File: src/rtl/fetch_prefetch_buf_pkg.sv
// Shared types and constants for the instruction prefetch buffer.
package fetch_prefetch_buf_pkg;

  typedef struct packed {
    logic [31:0] pc;
    logic [31:0] inst;
  } pfb_entry_t;

  localparam logic [31:0] PFB_PC_INC = 32'd4;

  function automatic logic [31:0] pfb_align(input logic [31:0] pc);
    return {pc[31:2], 2'b00};
  endfunction

endpackage

File: src/rtl/fetch_pfb_fifo.sv
// DEPTH-entry {pc, inst} ring buffer with head/tail pointers and synchronous clear.
module fetch_pfb_fifo
  import fetch_prefetch_buf_pkg::*;
#(
  parameter int DEPTH = 4
) (
  input  logic                       clk,
  input  logic                       rst_n,
  input  logic                       clr,
  input  logic                       wr_en,
  input  pfb_entry_t                 wr_data,
  input  logic                       rd_en,
  output pfb_entry_t                 rd_data,
  output logic [$clog2(DEPTH):0]     count
);

  localparam int PTR_W = $clog2(DEPTH);
  localparam int CNT_W = PTR_W + 1;
  localparam logic [PTR_W-1:0] PTR_ONE = PTR_W'(1);
  localparam logic [CNT_W-1:0] CNT_ONE = CNT_W'(1);

  pfb_entry_t       mem_q [DEPTH];
  logic [PTR_W-1:0] head_q;
  logic [PTR_W-1:0] tail_q;
  logic [CNT_W-1:0] cnt_q;

  // Storage is cleared on reset so the head reads as zero before the first write.
  always_ff @(posedge clk or negedge rst_n) begin
    if (!rst_n) begin
      head_q <= '0;
      tail_q <= '0;
      cnt_q  <= '0;
      for (int i = 0; i < DEPTH; i++) mem_q[i] <= '0;
    end else if (clr) begin
      head_q <= '0;
      tail_q <= '0;
      cnt_q  <= '0;
    end else begin
      if (wr_en) begin
        mem_q[tail_q] <= wr_data;
        tail_q        <= tail_q + PTR_ONE;
      end
      if (rd_en) head_q <= head_q + PTR_ONE;
      case ({wr_en, rd_en})
        2'b10:   cnt_q <= cnt_q + CNT_ONE;
        2'b01:   cnt_q <= cnt_q - CNT_ONE;
        default: cnt_q <= cnt_q;
      endcase
    end
  end

  assign rd_data = mem_q[head_q];
  assign count   = cnt_q;

endmodule

File: src/rtl/fetch_prefetch_buf.sv
// Instruction prefetch buffer: sequential fetch requests, credit and redirect-drop logic.
// Optional same-cycle response bypass to fq_* when FETCH_PFB_BYPASS_EN is defined.
module fetch_prefetch_buf
  import fetch_prefetch_buf_pkg::*;
#(
  parameter int          DEPTH  = 4,
  parameter logic [31:0] RST_PC = 32'h0
) (
  input  logic        clk,
  input  logic        rst_n,
  output logic        mreq_vld,
  input  logic        mreq_rdy,
  output logic [31:0] mreq_addr,
  input  logic        mrsp_vld,
  input  logic [31:0] mrsp_dat,
  output logic        fq_vld,
  output logic [31:0] fq_pc,
  output logic [31:0] fq_inst,
  input  logic        fq_pop,
  input  logic        redir_vld,
  input  logic [31:0] redir_pc
);

  localparam int CNT_W = $clog2(DEPTH) + 1;
  localparam logic [CNT_W-1:0] CNT_ONE = CNT_W'(1);
  localparam logic [CNT_W:0]   DEPTH_W = (CNT_W + 1)'(DEPTH);

  logic [31:0]      req_pc_q;
  logic [31:0]      exp_pc_q;
  logic [CNT_W-1:0] inflight_q;
  logic [CNT_W-1:0] drop_cnt_q;
  logic             run_q;

  logic [CNT_W-1:0] count;
  logic [CNT_W-1:0] inflight_nxt;
  logic [CNT_W:0]   occ;
  logic             fire;
  logic             rsp_drop;
  logic             rsp_acc;
  logic             fifo_wr;
  logic             fifo_rd;
  pfb_entry_t       head;
  pfb_entry_t       rsp_entry;

  // Credit counts buffered entries plus live (non-dropped) outstanding requests.
  assign occ       = {1'b0, count} + {1'b0, inflight_q} - {1'b0, drop_cnt_q};
  assign mreq_vld  = run_q && (occ < DEPTH_W);
  assign mreq_addr = req_pc_q;
  assign fire      = mreq_vld && mreq_rdy;

  assign rsp_drop  = (drop_cnt_q != '0);
  assign rsp_acc   = mrsp_vld && !rsp_drop && !redir_vld;
  assign rsp_entry = '{pc: exp_pc_q, inst: mrsp_dat};

  assign inflight_nxt = inflight_q + {{(CNT_W-1){1'b0}}, fire}
                                   - {{(CNT_W-1){1'b0}}, mrsp_vld};

`ifdef FETCH_PFB_BYPASS_EN
  logic byp;
  assign byp     = (count == '0) && rsp_acc;
  assign fq_vld  = (count != '0) || byp;
  assign fq_pc   = byp ? exp_pc_q : head.pc;
  assign fq_inst = byp ? mrsp_dat : head.inst;
  assign fifo_wr = rsp_acc && !(byp && fq_pop);
`else
  assign fq_vld  = (count != '0);
  assign fq_pc   = head.pc;
  assign fq_inst = head.inst;
  assign fifo_wr = rsp_acc;
`endif

  assign fifo_rd = fq_pop && (count != '0) && !redir_vld;

  always_ff @(posedge clk or negedge rst_n) begin
    if (!rst_n) begin
      run_q      <= 1'b0;
      req_pc_q   <= RST_PC;
      exp_pc_q   <= RST_PC;
      inflight_q <= '0;
      drop_cnt_q <= '0;
    end else begin
      run_q      <= 1'b1;
      inflight_q <= inflight_nxt;
      if (redir_vld) begin
        // Everything still outstanding after this cycle belongs to the old stream.
        req_pc_q   <= pfb_align(redir_pc);
        exp_pc_q   <= pfb_align(redir_pc);
        drop_cnt_q <= inflight_nxt;
      end else begin
        if (fire)    req_pc_q <= req_pc_q + PFB_PC_INC;
        if (rsp_acc) exp_pc_q <= exp_pc_q + PFB_PC_INC;
        if (mrsp_vld && rsp_drop) drop_cnt_q <= drop_cnt_q - CNT_ONE;
      end
    end
  end

  fetch_pfb_fifo #(.DEPTH(DEPTH)) u_fifo (
    .clk     (clk),
    .rst_n   (rst_n),
    .clr     (redir_vld),
    .wr_en   (fifo_wr),
    .wr_data (rsp_entry),
    .rd_en   (fifo_rd),
    .rd_data (head),
    .count   (count)
  );

endmodule

File: config.mk
export PLATFORM = sky130hd
export DESIGN_NAME = fetch_prefetch_buf
export DESIGN_NICKNAME = d
export VERILOG_FILES = /design/src/rtl/fetch_prefetch_buf_pkg.sv /design/src/rtl/fetch_pfb_fifo.sv /design/src/rtl/fetch_prefetch_buf.sv
export SDC_FILE = /design/constraint.sdc
export NUM_CORES = 1
export LEC_CHECK = 0
export CORE_ASPECT_RATIO = 1.4
export CORE_MARGIN = 4
export CORE_UTILIZATION = 35
export CTS_CLUSTER_DIAMETER = 40
export DETAILED_ROUTE_END_ITERATION = 8
export SKIP_LAST_GASP = 1
export SLEW_MARGIN = 5
export SYNTH_ARGS = -nofsm -noshare
export SYNTH_HDL_FRONTEND = slang
export SYNTH_HIERARCHICAL = 1
export SYNTH_SLANG_ARGS = --single-unit
File: constraint.sdc
create_clock -name clk -period 3.8 [get_ports clk]
set_input_delay 0.95 -clock clk [delete_from_list [all_inputs] [get_ports clk]]
set_output_delay 0.95 -clock clk [all_outputs]
set_load 0.05 [all_outputs]
# Word-level counts from Yosys, hierarchy flattened
# Cells that the tools add are included.
[word_totals] ff_bits=334 word_cells=72 out_inout_bits=98 latchBits=0 romBits=0 in_bits=70 n_memories=0 ram_bits=0
[op_classes] reduce_logical=18 n_div=0 n_eq_ne=2 n_lt_le_gt_ge=4 bitwise_logic=3 n_mul=0 n_addsub=11 n_mux=18 shift=0
[ops] cell="256-bit bitwise mux" n=1
[ops] cell="64-bit 2-to-1 mux" n=3
[ops] cell="64-bit binary-select mux with 2-bit select" n=1
[ops] cell="64-bit demux with 2-bit select" n=1
[ops] cell="32-bit 2-to-1 mux" n=4
[ops] cell="32-bit by 3-bit adder with 32-bit output (second input constant)" n=2
[ops] cell="3-bit 2-to-1 mux" n=3
[ops] cell="3-bit nonzero test" n=3
[ops] cell="1-bit logical AND" n=8
[ops] cell="2-bit 2-to-1 mux" n=4
[ops] cell="2-bit nonzero test" n=4
[ops] cell="3-bit greater-or-equal comparator (second input constant)" n=2
[ops] cell="2-bit NOT with 3-bit output" n=2
[ops] cell="3-bit case mux with 2 select lines" n=1
[ops] cell="3-bit by 1-bit subtractor with 3-bit output (second input constant)" n=2
[ops] cell="2-bit by 1-bit adder with 2-bit output (second input constant)" n=2
[ops] cell="3-bit by 3-bit adder with 4-bit output" n=1
[ops] cell="4-bit by 3-bit < comparator with 1-bit output (second input constant)" n=1
[ops] cell="4-bit by 3-bit subtractor with 4-bit output" n=1
[ops] cell="3-bit by 1-bit adder with 3-bit output" n=1
[ops] cell="3-bit by 1-bit adder with 3-bit output (second input constant)" n=1
[ops] cell="3-bit by 1-bit < comparator with 1-bit output (second input constant)" n=1
[ops] cell="3-bit by 1-bit subtractor with 3-bit output" n=1
[ops] cell="2-bit by 1-bit == test with 1-bit output (second input constant)" n=1
[ops] cell="4 further kinds" n=5

# Logic depth before layout (Yosys ltp)
[depth] depth_word=8 ltp_mapped=17

# Cells and area by module
# Netlist, hierarchy kept.
[by_module_without_submodules] module="fetch_pfb_fifo" seq_area_each_um2=6581.3 cells_each=656 n_inst=1 area_per_inst_um2=12707.2
[by_module_without_submodules] module="fetch_prefetch_buf" seq_area_each_um2=1676.6 cells_each=417 n_inst=1 area_per_inst_um2=4146.5

# Worst setup path before layout
# OpenSTA, ideal clock, no wires.
[synth_timing] path_type="register -> register" startpoint="reg inflight_q[1]" endpoint="reg drop_cnt_q[2]" period_less_slack_ns=3.546 arrival_time_ns=3.410 path_buffers=1 setup_slack_ns=0.254 stages_incl_launch_ff=18 setup_ns=0.136 cell_sequence="dfrtp_1 inv_1 fa_1 inv_1 ha_1 and3b_1 o211a_1 o21ai_2 buf_2 ha_1 inv_1 ha_1 inv_1 fa_1 xnor2_1 xnor2_1 nand2_1 o21ai_0"
[synth_via] elab_chain_cells=8
[synth_rtl] item="from (decl)" line_no="fetch_prefetch_buf.sv:30" rtl="logic [CNT_W-1:0] inflight_q;"
[synth_rtl] item="from (signal assigned)" line_no="fetch_prefetch_buf.sv:83" rtl="inflight_q <= inflight_nxt;"
[synth_rtl] item="3-bit by 3-bit adder with 4-bit output" line_no="fetch_prefetch_buf.sv:46" rtl="assign occ = {1'b0, count} + {1'b0, inflight_q} - {1'b0, drop_cnt_q};"
[synth_rtl] item="4-bit by 3-bit subtractor with 4-bit output" line_no="fetch_prefetch_buf.sv:46"
[synth_rtl] item="4-bit by 3-bit < comparator with 1-bit output" line_no="fetch_prefetch_buf.sv:47" rtl="assign mreq_vld = run_q && (occ < DEPTH_W);"
[synth_rtl] item="1-bit logical AND" line_no="fetch_prefetch_buf.sv:47"
[synth_rtl] item="1-bit logical AND" line_no="fetch_prefetch_buf.sv:49" rtl="assign fire = mreq_vld && mreq_rdy;"
[synth_rtl] item="3-bit by 1-bit adder with 3-bit output *" line_no="fetch_prefetch_buf.sv:55" rtl="assign inflight_nxt = inflight_q + {{(CNT_W-1){1'b0}}, fire}"
[synth_rtl] item="3-bit by 1-bit subtractor with 3-bit output *" line_no="fetch_prefetch_buf.sv:56" rtl="- {{(CNT_W-1){1'b0}}, mrsp_vld};"
[synth_rtl] item="named net inflight_nxt[2]" line_no="fetch_prefetch_buf.sv:35" rtl="logic [CNT_W-1:0] inflight_nxt;"
[synth_rtl] item="3-bit 2-to-1 mux *" line_no="fetch_prefetch_buf.sv:84" rtl="if (redir_vld) begin"
[synth_rtl] item="to (signal assigned)" line_no="fetch_prefetch_buf.sv:88" rtl="drop_cnt_q <= inflight_nxt;"
[synth_rtl] item="to (signal assigned)" line_no="fetch_prefetch_buf.sv:92" rtl="if (mrsp_vld && rsp_drop) drop_cnt_q <= drop_cnt_q - CNT_ONE;"
[synth_rtl] item="to (decl)" line_no="fetch_prefetch_buf.sv:31" rtl="logic [CNT_W-1:0] drop_cnt_q;"
# The timed path passes the listed nets; every way through them passes the cells marked *.
# A chain may end at the register's enable or synchronous reset.

# Worst setup path in the final report
[layout_timing] startpoint="reg inflight_q[1]" endpoint="out mreq_vld"
[layout_via] elab_chain_cells=4
[layout_rtl] item="3-bit by 3-bit adder with 4-bit output" line_no="fetch_prefetch_buf.sv:46"
[layout_rtl] item="4-bit by 3-bit subtractor with 4-bit output" line_no="fetch_prefetch_buf.sv:46"
[layout_rtl] item="4-bit by 3-bit < comparator with 1-bit output" line_no="fetch_prefetch_buf.sv:47"
[layout_rtl] item="1-bit logical AND" line_no="fetch_prefetch_buf.sv:47"
[layout_rtl] item="to (decl)" line_no="fetch_prefetch_buf.sv:11" rtl="output logic mreq_vld,"
# No other way between the ends.

==> results by group <==
Die
  • Chip width: 193 um
  • Starting density of the core: 0.356
  • IO Pins: 168
  • Core area: 47,300 um^2
  • Row cnt: 94
  • Die span in y: 268 um
  • Die area: 51,800 um^2

Global routing
  • Tot GR Track Use: 0.151
  • Gr ovfl total: 0
  • First-pass GRT wire length: 62.7 mm
  • Largest net degree at the start of global routing: 92
  • Initial antenna violation count: 0
  • Vias in the first global route: 10,600

Cells and area
  • Area Overhead vs Synth: 23.0%
  • Layout cells sized above 1: 0.369
  • Fill cells: 4,255
  • Antenna cells: 0
  • Final instance count without filler cells: 1,929
  • Nets: 1,354

Power and ir drop
  • Leak: 0.00975 uW
  • Sequential Power Share: 0.325
  • PwrDens: 668 nW/um^2
  • Part of the power in the clock network: 0.338
  • Internal power: 9080 uW
  • Switching Share: 0.343
  • Peak VDD IR: 0.599 mV
  • Gate power share: 0.337
  • Sw power: 4750 uW
  • Overall power: 13,800 uW

Synth
  • Seq/Total Area, Yosys: 0.490
  • Main flop type after synthesis: dfrtp_1
  • Cells after synthesis: 1,073
  • Synth top area share: 0.490
  • Number of flops mapped to enable cells by yosys: 0
  • Yosys synthesis warning count: 6
  • Synth cell types: 62
  • Simple-gate share of the synthesized area: 0.0649
  • Top cells by area, synth: dfrtp_1, mux2_4, mux4_2
  • Asr flop ratio synth: 1.00
  • Post-synthesis mux area share: 0.325
  • Most numerous cell in the Yosys netlist: dfrtp_1
  • Synthesized area per cell: 15.7 um^2
  • Main combinational cell family by area after synthesis: multiplexers
  • Adder-cell area share of the yosys netlist: 0.0144
  • Cell area after synthesis: 16,900 um^2
  • Compound-gate portion of the synthesized area: 0.0352
  • Largest area contributor in the netlist: dfrtp_1
  • Post-synthesis xor/xnor area fraction: 0.0229
  • Seq cells post-synth: 330
  • Leading cell types by count after synthesis: dfrtp_1, mux2_4, mux4_2

Critical path
  • Crit path DAT: 2800 ps
  • Required time of the critical path: 2850 ps
  • CP Capture Type: output port
  • R2r startpoint: inflight_q[1]
  • Crit path max fanout: 2
  • CP Class: register to output port
  • Highest cell delay on the worst timing path: 530 ps
  • Critical Path Most Common Cell: inv_1
  • Slowest CP cell: fa_1
  • Worst path cell trace: inv_1 > fa_1 > inv_1 > ha_1 > and3b_1 > nor4_4 > buf_6 > o21a_1 > buf_12
  • Crit path from: inflight_q[1]
  • Startpoint Class: register

Worst hold path
  • Hold crit path type: primary input to asynchronous set/reset pin

Clock network
  • Max clock buf depth: 3
  • CTS Buf Count: 47
  • H-tree Lvls: 2
  • Clock sinks: 330
  • CTS tree: done
  • Worst skew pair latency: 570 ps
  • Hold_buf cts: 0
  • Clk slew on worst S/H paths: 60 ps
  • Root Driver: clkbuf_16

Timing
  • Final hold vios: 0
  • Slew margin rel.: 0.461
  • Setup violations, final: 0
  • Min Hold Slack: 449 ps
  • Fmax: 0.267 GHz
  • RSZ-0062 raised after global routing: yes
  • Tcrit/Tclk final: 0.987
  • Skew final: 27.2 ps
  • Setup_tns: 0 ps
  • Min cycle time layout: 3750 ps
  • Worst-Margin Slew: 808 ps
  • Max Slew Vio Count: 0

Flow run
  • Max_cap viols: 0

Drt
  • DRT iter0 DRCs: 336
  • Via count: 9,653
  • Antenna-violating nets left: 0
  • Routed vias/inst: 5.00
  • Wire length per cell: 20.4 um
  • DRC: 0
  • DR pass1 iterations: 6
  • Drt total wl: 39.3 mm

Placement
  • GP Congestion: 0.781
  • Cell Count Post-Placement: 1,840
  • Post-detail-place hpwl: 25.6 mm
  • Quantity of I/O buffers inserted on ports: 163

Run status
  • Outcome: finished clean
==> cell usage in the layout (no fill, tap or decap), drive strengths merged, types with 16 or more instances in the layout <==
cell type / n
clkdlybuf4s50: 155
nand3: 18
xnor2: 24
buf: 39
mux2: 271
dfrtp: 330
clkbuf: 63
nand2: 37
mux4: 64
xor2: 20
and3: 16
o31a: 17
nor2: 29
nor3: 16
inv: 29
==> repair_timing <==
action,4_1_cts,5_1_grt
setup buffers,2,0
setup endpoints to repair,1,1
gates resized for setup,1,0
endpoints found under the hold margin,0,0
==> power by group through the flow <==
stage / clock network [uW] / registers [uW] / logic, uW
after floorplan: 0 / 4540 / 3200
after global placement: 0 / 4520 / 4640
after detailed placement: 0 / 4540 / 4680
after CTS: 4820 / 4490 / 4740
after global routing: 4970 / 4570 / 4930
final: 4670 / 4490 / 4670
==> through the flow <==
step	worst slack, ps	area [um^2]	utilization
after detailed placement	367	19000	0.402
after CTS	-12.2	20700	0.438
after global placement	369	19000	0.402
after floorplan	254	16900	-
after global routing	-119	20700	0.438
final	50.8	20700	0.438
==> final cells by class <==
class / instances / area, um^2 / area share
Sequential cell: 330 / 8270 / 0.399
Multi-Input combinational cell: 670 / 7840 / 0.378
Timing Repair Buffer: 194 / 2040 / 0.0985
Clock buffer: 63 / 1370 / 0.0660
Tap cell: 624 / 781 / 0.0377
Clock inverter: 24 / 338 / 0.0163
Inverter: 24 / 90.1 / 0.00435
==> final timing paths <==
path                                           to  slack, ps  cells after the start
worst max register to register      drop_cnt_q[2]        430                     16
min in group clk                u_fifo/mem_q[127]        500                      1
worst min register to register  u_fifo/mem_q[127]        500                      1
worst min-delay path             u_fifo/mem_q[34]        450                      1
worst max-delay path                     mreq_vld         50                      9
max in group asynchronous       u_fifo/mem_q[189]       2440                      2
==> layer usage <==
metal	up-vias	track usage	share of wire
li1	4347	-	-
met1	5039	0.197	0.43
met2	205	0.255	0.50
met3	62	0.0308	0.041
met4	0	0.0511	0.029
met5	-	0	0
==> cells by family after synthesis <==
kind of cell    after synthesis
buf+inv                      82
simple gates                177
compound gates               77
fa+ha+maj                    17
mux                         344
xor+xnor                     44
flops                       330
other cells                   2
==> state kept, by name (all words and copies together) (netlist names) <==
register,count
drop_cnt_q,3
u_fifo/count,3
exp_pc_q,30
u_fifo/tail_q,2
u_fifo/head_q,2
u_fifo/mem_q,256
run_q,1
inflight_q,3
mreq_addr,30
==> worst max-delay path: cells and delay by family, from the launching register on <==
kind,cells,cell delay [ps]
adders and majority gates,2,800
and+or+nand+nor,2,490
buffers and inverters,4,420
DFF,1,350
AOI/OAI and AO/OA,1,180
Note: power is estimated with default switching activity, not from simulation.
